$ cat src/rtl/pulse_load_if.sv
// Load-burst bus between the pulse loader and its controller:
// burst control, 32-bit load-word stream, pulse-memory write port and status.
interface pulse_load_if;
   logic         start;
   logic [4:0]   start_idx;
   logic [5:0]   n_entries;
   logic         abort;
   logic         s_valid;
   logic         s_ready;
   logic [31:0]  s_data;
   logic         mem_we;
   logic [4:0]   mem_waddr;
   logic [255:0] mem_wdata;
   logic         busy;
   logic         done;
   logic         err;

   modport master (
      output start, start_idx, n_entries, abort, s_valid, s_data,
      input  s_ready, mem_we, mem_waddr, mem_wdata, busy, done, err
   );

   modport slave (
      input  start, start_idx, n_entries, abort, s_valid, s_data,
      output s_ready, mem_we, mem_waddr, mem_wdata, busy, done, err
   );
endinterface

$ cat src/rtl/pulse_load.sv
// Assembles eight 32-bit load words into 256-bit pulse instructions and writes them to pulse memory.
// Optional PULSE_LOAD_CHECK_EN: drop malformed entries (reserved bits set or t_len==0) and flag err.
module pulse_load (
   input  logic        clk,
   input  logic        rst_n,
   pulse_load_if.slave bus_io
);

   typedef enum logic [1:0] {
      IDLE  = 2'd0,
      LOAD  = 2'd1,
      WRITE = 2'd2,
      DONE  = 2'd3
   } state_t;

   state_t         state_q, state_d;
   logic [4:0]     idx_q, idx_d;
   logic [5:0]     rem_q, rem_d;
   logic [2:0]     cnt_q, cnt_d;
   logic [223:0]   asm_q, asm_d;
   logic [255:0]   wdata_q, wdata_d;
   logic           err_q, err_d;
   logic           we_s;

`ifdef PULSE_LOAD_CHECK_EN
   function automatic logic entry_bad(input logic [255:0] e);
      return (|e[63:62]) || (|e[255:120]) || (e[103:88] == 16'd0);
   endfunction
`endif

   // State and datapath registers
   always_ff @(posedge clk or negedge rst_n) begin
      if (!rst_n) begin
         state_q <= IDLE;
         idx_q   <= 5'd0;
         rem_q   <= 6'd0;
         cnt_q   <= 3'd0;
         asm_q   <= 224'd0;
         wdata_q <= 256'd0;
         err_q   <= 1'b0;
      end else begin
         state_q <= state_d;
         idx_q   <= idx_d;
         rem_q   <= rem_d;
         cnt_q   <= cnt_d;
         asm_q   <= asm_d;
         wdata_q <= wdata_d;
         err_q   <= err_d;
      end
   end

   // Next-state, datapath and write-strobe logic
   always_comb begin
      state_d = state_q;
      idx_d   = idx_q;
      rem_d   = rem_q;
      cnt_d   = cnt_q;
      asm_d   = asm_q;
      wdata_d = wdata_q;
      err_d   = err_q;
      we_s    = 1'b0;
      case (state_q)
         IDLE: begin
            if (bus_io.start) begin
               err_d = 1'b0;
               if (bus_io.n_entries != 6'd0) begin
                  idx_d   = bus_io.start_idx;
                  rem_d   = bus_io.n_entries;
                  cnt_d   = 3'd0;
                  state_d = LOAD;
               end else begin
                  state_d = DONE;
               end
            end else begin
               state_d = IDLE;
            end
         end
         LOAD: begin
            // The eighth word goes straight into the output register so mem_wdata
            // only changes when a complete entry exists.
            if (bus_io.abort) begin
               err_d   = 1'b1;
               cnt_d   = 3'd0;
               state_d = IDLE;
            end else if (bus_io.s_valid) begin
               if (cnt_q == 3'd7) begin
                  wdata_d = {bus_io.s_data, asm_q};
                  state_d = WRITE;
               end else begin
                  asm_d[{cnt_q, 5'd0} +: 32] = bus_io.s_data;
                  cnt_d                      = cnt_q + 3'd1;
               end
            end else begin
               state_d = LOAD;
            end
         end
         WRITE: begin
            if (bus_io.abort) begin
               err_d   = 1'b1;
               cnt_d   = 3'd0;
               state_d = IDLE;
            end else begin
`ifdef PULSE_LOAD_CHECK_EN
               if (entry_bad(wdata_q)) begin
                  we_s  = 1'b0;
                  err_d = 1'b1;
               end else begin
                  we_s = 1'b1;
               end
`else
               we_s = 1'b1;
`endif
               idx_d = idx_q + 5'd1;
               rem_d = rem_q - 6'd1;
               cnt_d = 3'd0;
               if (rem_q == 6'd1) begin
                  state_d = DONE;
               end else begin
                  state_d = LOAD;
               end
            end
         end
         DONE: begin
            state_d = IDLE;
         end
         default: begin
            state_d = IDLE;
         end
      endcase
   end

   assign bus_io.s_ready   = (state_q == LOAD);
   assign bus_io.busy      = (state_q != IDLE);
   assign bus_io.done      = (state_q == DONE);
   assign bus_io.err       = err_q;
   assign bus_io.mem_we    = we_s;
   assign bus_io.mem_waddr = idx_q;
   assign bus_io.mem_wdata = wdata_q;

endmodule

$ cat src/flat_wrapper.sv
// flat-port wrapper written by rule: the top's interface ports become plain ports
module pulse_load_flat 
  (clk, rst_n, bus_io_start, bus_io_start_idx, bus_io_n_entries, bus_io_abort, bus_io_s_valid, bus_io_s_data, bus_io_s_ready, bus_io_mem_we, bus_io_mem_waddr, bus_io_mem_wdata, bus_io_busy, bus_io_done, bus_io_err);
  pulse_load_if bus_io_i ();
  input  logic clk;
  input  logic rst_n;
  input wire logic [$bits(bus_io_i.start)-1:0] bus_io_start;
  input wire logic [$bits(bus_io_i.start_idx)-1:0] bus_io_start_idx;
  input wire logic [$bits(bus_io_i.n_entries)-1:0] bus_io_n_entries;
  input wire logic [$bits(bus_io_i.abort)-1:0] bus_io_abort;
  input wire logic [$bits(bus_io_i.s_valid)-1:0] bus_io_s_valid;
  input wire logic [$bits(bus_io_i.s_data)-1:0] bus_io_s_data;
  output wire logic [$bits(bus_io_i.s_ready)-1:0] bus_io_s_ready;
  output wire logic [$bits(bus_io_i.mem_we)-1:0] bus_io_mem_we;
  output wire logic [$bits(bus_io_i.mem_waddr)-1:0] bus_io_mem_waddr;
  output wire logic [$bits(bus_io_i.mem_wdata)-1:0] bus_io_mem_wdata;
  output wire logic [$bits(bus_io_i.busy)-1:0] bus_io_busy;
  output wire logic [$bits(bus_io_i.done)-1:0] bus_io_done;
  output wire logic [$bits(bus_io_i.err)-1:0] bus_io_err;
  assign bus_io_i.start = bus_io_start;
  assign bus_io_i.start_idx = bus_io_start_idx;
  assign bus_io_i.n_entries = bus_io_n_entries;
  assign bus_io_i.abort = bus_io_abort;
  assign bus_io_i.s_valid = bus_io_s_valid;
  assign bus_io_i.s_data = bus_io_s_data;
  assign bus_io_s_ready = bus_io_i.s_ready;
  assign bus_io_mem_we = bus_io_i.mem_we;
  assign bus_io_mem_waddr = bus_io_i.mem_waddr;
  assign bus_io_mem_wdata = bus_io_i.mem_wdata;
  assign bus_io_busy = bus_io_i.busy;
  assign bus_io_done = bus_io_i.done;
  assign bus_io_err = bus_io_i.err;
  pulse_load u_core (.clk(clk), .rst_n(rst_n), .bus_io(bus_io_i));
endmodule
$ cat config.mk
export PLATFORM = sky130hd
export DESIGN_NAME = pulse_load_flat
export DESIGN_NICKNAME = d
export VERILOG_FILES = /design/src/rtl/pulse_load_if.sv /design/src/rtl/pulse_load.sv /design/src/flat_wrapper.sv
export SDC_FILE = /design/constraint.sdc
export NUM_CORES = 1
export LEC_CHECK = 0
export CORE_MARGIN = 2
export CORE_UTILIZATION = 35
export CTS_CLUSTER_DIAMETER = 60
export DETAILED_ROUTE_END_ITERATION = 6
export MAX_ROUTING_LAYER = met4
export PLACE_DENSITY = 0.53
export SLEW_MARGIN = 20
export SYNTH_ARGS = -nofsm -noshare
export SYNTH_HDL_FRONTEND = slang
export SYNTH_SLANG_ARGS = --single-unit
$ cat constraint.sdc
create_clock -name clk -period 2.9 [get_ports clk]
set_input_delay 0.87 -clock clk [delete_from_list [all_inputs] [get_ports clk]]
set_output_delay 0.87 -clock clk [all_outputs]
set_load 0.01 [all_outputs]
==> After elaboration in Yosys (flattened, before gate mapping) <==
Cells that the tools add are included.
{ "word_totals": {"register_bits": 497, "inputBits": 48, "out_inout_bits": 266, "word_cells": 67} }
{ "classes": {"add_sub_neg": 4, "eq_ne": 12, "shifts": 2, "n_mux": 28, "bitwise": 2, "n_reduce_logical": 12} }
{ "ops": {"columns": ["cell", "n"], "rows": [
  ["224-bit bitwise mux", 1],
  ["32-bit by 10-bit variable shift with 224-bit output (first input constant)", 1],
  ["32-bit by 10-bit variable part select with 224-bit output", 1],
  ["6-bit two-way mux", 3],
  ["3-bit two-way mux", 5],
  ["5-bit two-way mux", 3],
  ["2-bit two-way mux", 7],
  ["6-bit case mux with 2 select lines", 1],
  ["4-bit AND reduction", 3],
  ["8-bit negator with 10-bit output", 1],
  ["5-bit case mux with 2 select lines", 1],
  ["3-bit case mux with 3 select lines", 1],
  ["2-bit case mux with 4 select lines", 1],
  ["6-bit by 1-bit == test with 1-bit output (second input constant)", 1],
  ["3-bit != test (second input constant)", 2],
  ["2-bit nonzero test", 3],
  ["6-bit nonzero test", 1],
  ["6-bit by 1-bit subtractor with 6-bit output (second input constant)", 1],
  ["5-bit by 1-bit adder with 5-bit output (second input constant)", 1],
  ["5-bit AND reduction", 1],
  ["2-bit == test (second input constant)", 2],
  ["1-bit two-way mux", 4],
  ["2-bit by 1-bit != test with 1-bit output (second input constant)", 2],
  ["2-bit != test (second input constant)", 2],
  ["other kinds (10)", 11]
]} }

==> Longest topological paths before layout <==
Gate-level depths: netlist of the first run.
{ "logic_depth": {"depth_word": 5, "depth_mapped": 10, "depth_no_buf": 8} }

==> Worst setup path before layout of the first run <==
OpenSTA, ideal clock, no wires.
{ "synth_path": {"kind": "reg-to-reg", "from": "register u_core.cnt_q[0]", "to": "register u_core.asm_q[10]", "setup_time_ps": 125, "arrival_ps": 2262, "required_time_ps": 2775, "path_slack_ps": 514, "path_stages_with_launch": 9, "n_path_buf": 2, "period_less_slack_ps": 2386, "path_cell_list": "dfrtp_1 inv_1 ha_1 ha_1 buf_2 nand3b_1 nor3_2 buf_4 mux2_2"} }
{ "synth_between": {"elab_chain_cells": 3, "elab_cells_between_ends": 7, "classes_between": "add/sub: 1; eq/ne: 1; shift: 2; mux: 1; bitwise: 1; reduce/logical: 1"} }
{ "synth_rtl": {"columns": ["item", "line", "source"], "rows": [
  ["start: declaration", "pulse_load.sv:19", "logic [2:0] cnt_q, cnt_d;"],
  ["start signal: assignment", "pulse_load.sv:45", "cnt_q <= cnt_d;"],
  ["8-bit negator with 10-bit output or 3-bit == test (tied branches)", "pulse_load.sv:90, pulse_load.sv:86", null],
  ["32-bit by 10-bit variable part select with 224-bit output, or another cell as far along", "pulse_load.sv:90", "asm_d[{cnt_q, 5'd0} +: 32] = bus_io.s_data;"],
  ["224-bit bitwise mux or 4-bit AND reduction (tied branches)", null, null],
  ["end signal: assignment", "pulse_load.sv:46", "asm_q <= asm_d;"],
  ["end: declaration", "pulse_load.sv:20", "logic [223:0] asm_q, asm_d;"]
]} }
Several ways; a longest one is shown, not always the timed one.
A chain may end at the register's enable or synchronous reset.

==> Final worst setup path of the first run <==
{ "layout_path": {"from": "register u_core.state_q[1]", "to": "output bus_io_busy"} }
{ "layout_between": {"elab_chain_cells": 1} }
{ "layout_rtl": {"columns": ["item", "line", "source"], "rows": [
  ["start: declaration", "pulse_load.sv:16", "state_t state_q, state_d;"],
  ["start signal: assignment", "pulse_load.sv:42", "state_q <= state_d;"],
  ["2-bit nonzero test", "pulse_load.sv:133", "assign bus_io.busy = (state_q != IDLE);"],
  ["end: declaration", "flat_wrapper.sv:17", "output wire logic [$bits(bus_io_i.busy)-1:0] bus_io_busy;"]
]} }
Every way passes these cells.

==> results of run 1 <==
[area by class of cell]
cell class / count / area [sq um] / area share (%)
flip-flops and latches: 497 / 12400 / 48.6
multi-input cells: 732 / 6290 / 24.6
repair buffers: 377 / 3930 / 15.4
clock buffers: 82 / 1680 / 6.58
well taps: 696 / 871 / 3.41
clock inverters: 17 / 204 / 0.797
inverters: 42 / 158 / 0.616
[metrics by stage]
| step | hold slack, ns | TNS [ns] | util (%) | cells |
|---|---|---|---|---|
| after CTS | 0.221 | 0 | 47.3 | 2442 |
| after global placement | 0.449 | -0.451 | 43.8 | 2342 |
| after detailed placement | 0.460 | -1.24 | 43.8 | 2342 |
| final | 0.223 | 0 | 47.3 | 2443 |
| after floorplan | 0.435 | 0 | - | 1341 |
| after global routing | 0.229 | 0 | 47.3 | 2443 |
[state kept, by name (all words and copies together), names as in the netlist]
name	flops
u_core.asm_q	224
u_core.cnt_q	3
u_core.state_q	2
u_core.bus_io.err	1
u_core.bus_io.mem_waddr	5
u_core.rem_q	6
u_core.bus_io.mem_wdata	256
[cells by family (layout without fill, tap and decap cells)]
group | after synthesis | in the layout | share of synthesized area [%]
fa+ha+maj | 12 | 12 | 0.783
flops | 497 | 497 | 64.8
buf+inv | 112 | 518 | 2.61
compound gates | 142 | 142 | 4.00
simple gates | 195 | 195 | 4.87
mux | 383 | 383 | 22.9
[synthesized netlist by cell type, types with 4 or more instances]
master    number  share of area (%)
inv_1         42               0.82
o21ai_1        5               0.13
a21oi_1       17               0.44
mux2_2       348                 20
o21ai_0      100                2.6
nor3_1         4               0.10
nor2_1        11               0.22
mux2i_1        5               0.26
dfrtp_1      497                 65
and3_1         4               0.13
nand3_1       38               0.99
ha_1          12               0.78
clkbuf_1      30               0.59
mux2_1         6               0.35
mux2_4        24                1.9
nand2_1      117                2.3
buf_2         32               0.83
buf_6          4               0.23
o22ai_1       11               0.36
[layer usage]
layer | wire length [um] | track usage [%] | share of wire [%]
met1 | 22300 | 24.1 | 45
met2 | 23000 | 28.0 | 47
met3 | 3190 | 4.94 | 6.5
met4 | 856 | 4.68 | 1.7
met5 | 0 | - | 0
[power breakdown]
part	internal, mW	switching, mW
sequential	7.40	0.261
combinational	0.925	1.04
clock	4.35	2.81
total	12.7	4.11
[repair_timing]
action,CTS,global route
hold endpoints to repair,0,0
endpoints found under the setup margin,2,1
buffers inserted,1,1
gates resized for setup,3,0
[worst max-delay path by stage]
stage	to	slack [ns]	cells after the start
floorplan	u_core.asm_q[10]	0.51	8
global route	bus_io_busy	0.03	4
finish	bus_io_busy	0.11	4
global placement	u_core.asm_q[108]	-0.03	8
detailed placement	u_core.asm_q[112]	-0.06	8
CTS	bus_io_busy	0.07	4
==> results_dict.tcl, run 1 <==
set metrics [dict create \
    final_cell_mix "497 x dfrtp_1, 348 x mux2_2, 311 x clkdlybuf4s50_1" \
    firstDrtPassIters 4 \
    postLayoutCellArea_sq_um 25600 \
    clk_path_buf_depth 3 \
    synth_edf_count 0 \
    max_freq_mhz 358 \
    critPathMaxFanout 7 \
    grt_pass1_vias 12500 \
    cts_max_level 2 \
    fin_skew_ns 0.0214 \
    cts.sinks 497 \
    timing.rr.end "u_core.asm_q[108]" \
    period_needed_ns 2.79 \
    wl_per_cell_um 20.2 \
    finalCritPeriodShare_pct 96.3 \
    syn_nets 1401 \
    rows 85 \
    ir_drop_v 0.000448 \
    startpoint "u_core.state_q[1]" \
    worst_pin_slew_ns 0.746 \
    ff2ff_setup_slack_ns 0.41 \
    async_reset_ff_share_pct 100 \
    ys_warn_count 0 \
    ctsHoldBuffers 0 \
    antenna_found_initial 0 \
    ys_ff_latch 497 \
    worstSetupPathType "reg -> out" \
    hpwl_um 32700 \
    cpLargestDelayFamily "buffers and inverters" \
    drc 0 \
    clk_latency_ns 0.61 \
    area_delta_synth_final_pct 33.3 \
    grt_first_pass_wirelength_um 77100 \
    p_leak_nw 12.3 \
    fp.dieW_um 238 \
    cp_slowest_cell "clkdlybuf4s50_1" \
    fillers 4808 \
    total_power_mw 16.8 \
    end_kind "output port" \
    die_area_sq_um 56700 \
    synth_area_sq_um 19200 \
    crit_path_cell_trace "inv_1, ha_2, inv_2, clkdlybuf4s50_1" \
    status "finished, final reports clean" \
    dr.first_iter.drc_count 574 \
    p_per_area_nw_per_um2 656 \
    io_pins 314 \
    fin_nets 1767 \
    syn_inst 1341 \
    fp.dieH_um 238 \
    vias 11800 \
    grtUsageTotal_pct 18.3 \
    clkSlewWorstSetupHoldPaths_ns 0.06 \
    startpoint_type "register" \
    wirelength_um 49300 \
    yosysSeqAreaShare_pct 64.8 \
    maxSlewViolCount 0 \
    slew_headroom_pct 50.0 \
    cts_tree "yes" \
    dpl_cell_area_sq_um 23700 \
    setup_ws_ns 0.109 \
    port_buffers 313 \
    drive_gt1_share_pct 31.1 \
    cts-root-buf "clkbuf_16" \
    cts_inserted_buffers 57 \
    n_antenna_cell 0 \
    crit_arrival_ns 1.92 \
    start_util_pct 35.5 \
    preCtsSetupSlack_ns -0.0598 \
    grt_max_degree 63 \
    rr_startpoint "u_core.cnt_q[1]" \
    hp-class "in -> async" \
    final_common_cell "dfrtp_1" \
    synth_cell_type_count 43 \
    grt_overflow_total 0 \
    postRouteAntennaNets 0 \
    hold_violations 0 \
    core_area_sq_um 54000 \
    finalSetupViolations 0 \
    r2r_cells 9 \
    crit_buf_inv 3 \
    place.gp.congestion 0.777 \
    cpPeakStageDelay_ns 0.53 \
    viasPerCell 4.81 \
    cap_violations 0 \
    required_ns 2.03 \
    ys_dominant_reg_cell "dfrtp_1" \
    postSynthAreaPerCell_sq_um 14.3 \
    rsz0062_at_grt "false" \
]
No activity file was read; power rests on OpenSTA's default activity.
==> run 2: changes to the inputs <==
- CORE_MARGIN: 2 -> 3
==> results_dict.tcl, run 2 (synthesis results as in run 1) <==
set metrics [dict create \
    clk_path_buf_depth 3 \
    largest_reg_flops 256 \
    crit_arrival_ns 1.92 \
    grt_overflow_total 0 \
    io_pins 314 \
    postRouteAntennaNets 0 \
    firstDrtPassIters 4 \
    viasPerCell 4.81 \
    dpl_cell_area_sq_um 23700 \
    port_buffers 313 \
    p_leak_nw 12.3 \
    grtUsageTotal_pct 18.0 \
    hold_violations 0 \
    ctsHoldBuffers 0 \
    final_cell_mix "497 x dfrtp_1, 348 x mux2_2, 311 x clkdlybuf4s50_1" \
    rsz0062_at_grt "false" \
    dr.first_iter.drc_count 565 \
    cts_max_level 2 \
    place.gp.congestion 0.786 \
    cts.sinks 497 \
    cts_tree "yes" \
    finalCritPeriodShare_pct 96.0 \
    max_freq_mhz 359 \
    core_area_sq_um 54000 \
    rows 85 \
    r2r_cells 7 \
    period_needed_ns 2.79 \
    worstSetupPathType "reg -> out" \
    p_per_area_nw_per_um2 652 \
    clkSlewWorstSetupHoldPaths_ns 0.06 \
    fp.dieW_um 240 \
    cap_violations 0 \
    drc 0 \
    fillers 4715 \
    startpoint_type "register" \
    fin_skew_ns 0.0164 \
    area_delta_synth_final_pct 33.4 \
    required_ns 2.03 \
    grt_first_pass_wirelength_um 77100 \
    ir_drop_v 0.000409 \
    final_common_cell "dfrtp_1" \
    wirelength_um 50000 \
    status "finished, final reports clean" \
    finalSetupViolations 0 \
    clk_latency_ns 0.59 \
    fin_nets 1771 \
    maxSlewViolCount 0 \
    n_antenna_cell 0 \
    setup_ws_ns 0.115 \
    end_kind "output port" \
    critPathMaxFanout 7 \
    antenna_found_initial 0 \
    worst_pin_slew_ns 0.732 \
    cts_inserted_buffers 56 \
    grt_max_degree 82 \
    postLayoutCellArea_sq_um 25600 \
    start_util_pct 35.5 \
    drive_gt1_share_pct 31.3 \
    wl_per_cell_um 20.4 \
    vias 11800 \
    slew_headroom_pct 50.9 \
    die_area_sq_um 57700 \
    hp-class "in -> async" \
    fp.dieH_um 240 \
    grt_pass1_vias 12500 \
    hpwl_um 33400 \
    preCtsSetupSlack_ns 0.00303 \
    cts-root-buf "clkbuf_16" \
]
## run 2: changes by cell type in the layout (fill, tap and decap cells not counted)
cell / delta
buf_4: +3
buf_12: +2
clkbuf_16: -2
clkbuf_8: +2
clkbuf_1: -1
clkinv_2: +1
clkinv_4: -1
clkinvlp_4: -1
## run 2: area by class of cell
class	instances	area, sq um	share of cell area [%]
flip-flops and latches	497	12400	48.6
repair buffers	382	3990	15.6
clock buffers	81	1660	6.47
clock inverters	16	193	0.753
inverters	42	158	0.616
well taps	696	871	3.40
multi-input cells	732	6290	24.6
## run 2: per-stage QoR
| stage | total power [mW] | hold WS, ns | setup TNS (ns) | utilization, % | instances |
|---|---|---|---|---|---|
| global route | 17.5 | 0.145 | 0 | 47.4 | 2446 |
| CTS | 17.0 | 0.124 | 0 | 47.4 | 2446 |
| finish | 16.7 | 0.151 | 0 | 47.4 | 2446 |
| detailed placement | 9.77 | 0.460 | 0 | 43.9 | 2348 |
| floorplan | 8.83 | 0.435 | 0 | - | 1341 |
| global placement | 9.69 | 0.448 | -0.0365 | 43.9 | 2348 |
## run 2: routing by layer
metal | track usage (%) | up-vias | share of wire, %
met5 | - | - | 0
met4 | 4.21 | 0 | 1.6
met3 | 3.84 | 59 | 5.2
met2 | 28.1 | 243 | 47
met1 | 24.3 | 6084 | 46
li1 | - | 5383 | -
## run 2: report_power, final
group	total [mW]	switching, mW	internal [mW]
clock	7.06	2.77	4.29
sequential	7.67	0.276	7.40
combinational	1.96	1.04	0.919
total	16.7	4.09	12.6
## run 2: worst max-delay path, cell delays in order (launching register included)
cell and delay, ns:
dfrtp_1 0.41, inv_1 0.09, ha_2 0.24, inv_2 0.08
clkdlybuf4s50_1 0.53
## run 2: final timing paths
path,startpoint,endpoint,slack (ns)
max in group asynchronous,rst_n,u_core.bus_io.mem_waddr[1],1.75
min,rst_n,u_core.bus_io.mem_wdata[14],0.15
min reg2reg,u_core.asm_q[121],u_core.asm_q[121],0.46
max,u_core.state_q[0],bus_io_busy,0.11
min in group clk,u_core.asm_q[121],u_core.asm_q[121],0.46
max reg2reg,u_core.cnt_q[0],u_core.asm_q[213],0.41
## run 2: timing repair
action                     CTS  global route
resized for setup            3             0
setup endpoints to repair    2             0
buffers inserted             1             0
==> run 3: changes to the inputs <==
- RECOVER_POWER: default -> 100
==> results_dict.tcl, run 3 (synthesis results as in run 1) <==
set metrics [dict create \
    drc 0 \
    dp_cells 2348 \
    total_power_mw 16.5 \
    n_antenna_cell 0 \
    period_needed_ns 2.79 \
    cts_max_level 2 \
    worstSetupPathType "reg -> out" \
    grt_first_pass_wirelength_um 77100 \
    antenna_found_initial 0 \
    setup_ws_ns 0.114 \
    wirelength_um 49800 \
    drive_gt1_share_pct 28.4 \
    core_area_sq_um 54000 \
    port_buffers 313 \
    rsz0062_at_grt "false" \
    violations "max-capacitance violations, max-slew violations" \
    dr.first_iter.drc_count 615 \
    hpwl_um 33400 \
    critPathMaxFanout 7 \
    clk_path_buf_depth 3 \
    slew_headroom_pct -25.2 \
    largest_reg_flops 256 \
    start_util_pct 35.5 \
    die_area_sq_um 57700 \
    ir_drop_v 0.000403 \
    cpPeakStageDelay_ns 0.53 \
    status "finished with violations" \
    hp-class "in -> async" \
    grt_pass1_vias 12500 \
    postRouteAntennaNets 0 \
    io_pins 314 \
    clk_latency_ns 0.59 \
    finalCritPeriodShare_pct 96.1 \
    startpoint_type "register" \
    fp.dieH_um 240 \
    final_cell_mix "497 x dfrtp_1, 347 x mux2_2, 266 x dlygate4sd3_1" \
    area_delta_synth_final_pct 30.8 \
    wl_per_cell_um 20.4 \
    final_common_cell "dfrtp_1" \
    instances_no_fill 2446 \
    cts_inserted_buffers 56 \
    firstDrtPassIters 5 \
    fp.dieW_um 240 \
    cts-root-buf "clkbuf_16" \
    clkSlewWorstSetupHoldPaths_ns 0.06 \
    crit_path_cell_trace "inv_1, ha_2, inv_2, clkdlybuf4s50_1" \
    end_kind "output port" \
    max_freq_mhz 359 \
    cts.sinks 497 \
    worst_pin_slew_ns 1.88 \
    rows 85 \
    r2r_cells 7 \
    cts_tree "yes" \
    required_ns 2.03 \
    place.gp.congestion 0.786 \
    fillers 4816 \
    grtUsageTotal_pct 18.0 \
    crit_arrival_ns 1.92 \
    vias 11800 \
    hold_violations 0 \
    grt_max_degree 82 \
    grt_overflow_total 0 \
    preCtsSetupSlack_ns 0.00303 \
    p_per_area_nw_per_um2 659 \
    finalSetupViolations 0 \
    fin_nets 1771 \
    viasPerCell 4.84 \
    p_leak_nw 13.0 \
    fin_skew_ns 0.0152 \
    cap_violations 3 \
    maxSlewViolCount 204 \
    cp_slowest_cell "clkdlybuf4s50_1" \
]
[run 3: final timing paths]
check / start / end / slack [ns]
worst max register to register: u_core.cnt_q[0] / u_core.asm_q[149] / 0.12
min in group clk: u_core.asm_q[121] / u_core.asm_q[121] / 0.46
worst min register to register: u_core.asm_q[121] / u_core.asm_q[121] / 0.46
worst min-delay path: rst_n / u_core.asm_q[14] / 0.13
max in group asynchronous: rst_n / u_core.bus_io.mem_wdata[63] / 0.46
worst max-delay path: u_core.state_q[0] / bus_io_busy / 0.11
[run 3: final cells by class]
type | instances | area (sq um) | share of cell area [%]
Clock buffer | 81 | 1660 | 6.60
Inverter | 42 | 158 | 0.628
Clock inverter | 16 | 193 | 0.768
Sequential cell | 497 | 12400 | 49.6
Tap cell | 696 | 871 | 3.47
Multi-Input combinational cell | 732 | 6110 | 24.4
Timing Repair Buffer | 382 | 3670 | 14.6
[run 3: stage by stage]
stage               utilization, %  area [sq um]  TNS (ns)  hold slack, ns
CTS                           47.4         25600         0           0.124
finish                        46.5         25100         0           0.135
detailed placement            43.9         23700         0           0.460
global route                  46.5         25100         0           0.127
global placement              43.9         23700   -0.0365           0.448
floorplan                        -         19200         0           0.435
[run 3: power by group]
group / internal [mW] / switching, mW / leakage [nW] / total [mW]
logic: 0.833 / 0.971 / 5.37 / 1.80
clock network: 4.29 / 2.77 / 0.912 / 7.06
registers: 7.40 / 0.271 / 6.68 / 7.67
total: 12.5 / 4.02 / 13.0 / 16.5
[run 3: repair_timing]
action / in CTS / in global routing
setup endpoints to repair: 2 / 0
hold endpoints to repair: 0 / 0
gates resized for setup: 3 / 0
hold buffers: 0 / 0
buffers inserted: 1 / 0
[run 3: metal layers]
layer / GRT usage, % / vias up / wire length, um / part of all wire [%]
met4: 4.21 / 0 / 826 / 1.7
met2: 28.1 / 255 / 23600 / 47
met3: 3.84 / 65 / 2560 / 5.1
met1: 24.3 / 6110 / 22800 / 46
li1: - / 5399 / - / -
met5: - / - / 0 / 0
[run 3: worst max-delay path: cells and delay by family, from the launching register on]
family | cells | cell delay (ns)
flip-flops | 1 | 0.41
adder cells (fa/ha/maj) | 1 | 0.24
buffers and inverters | 3 | 0.70
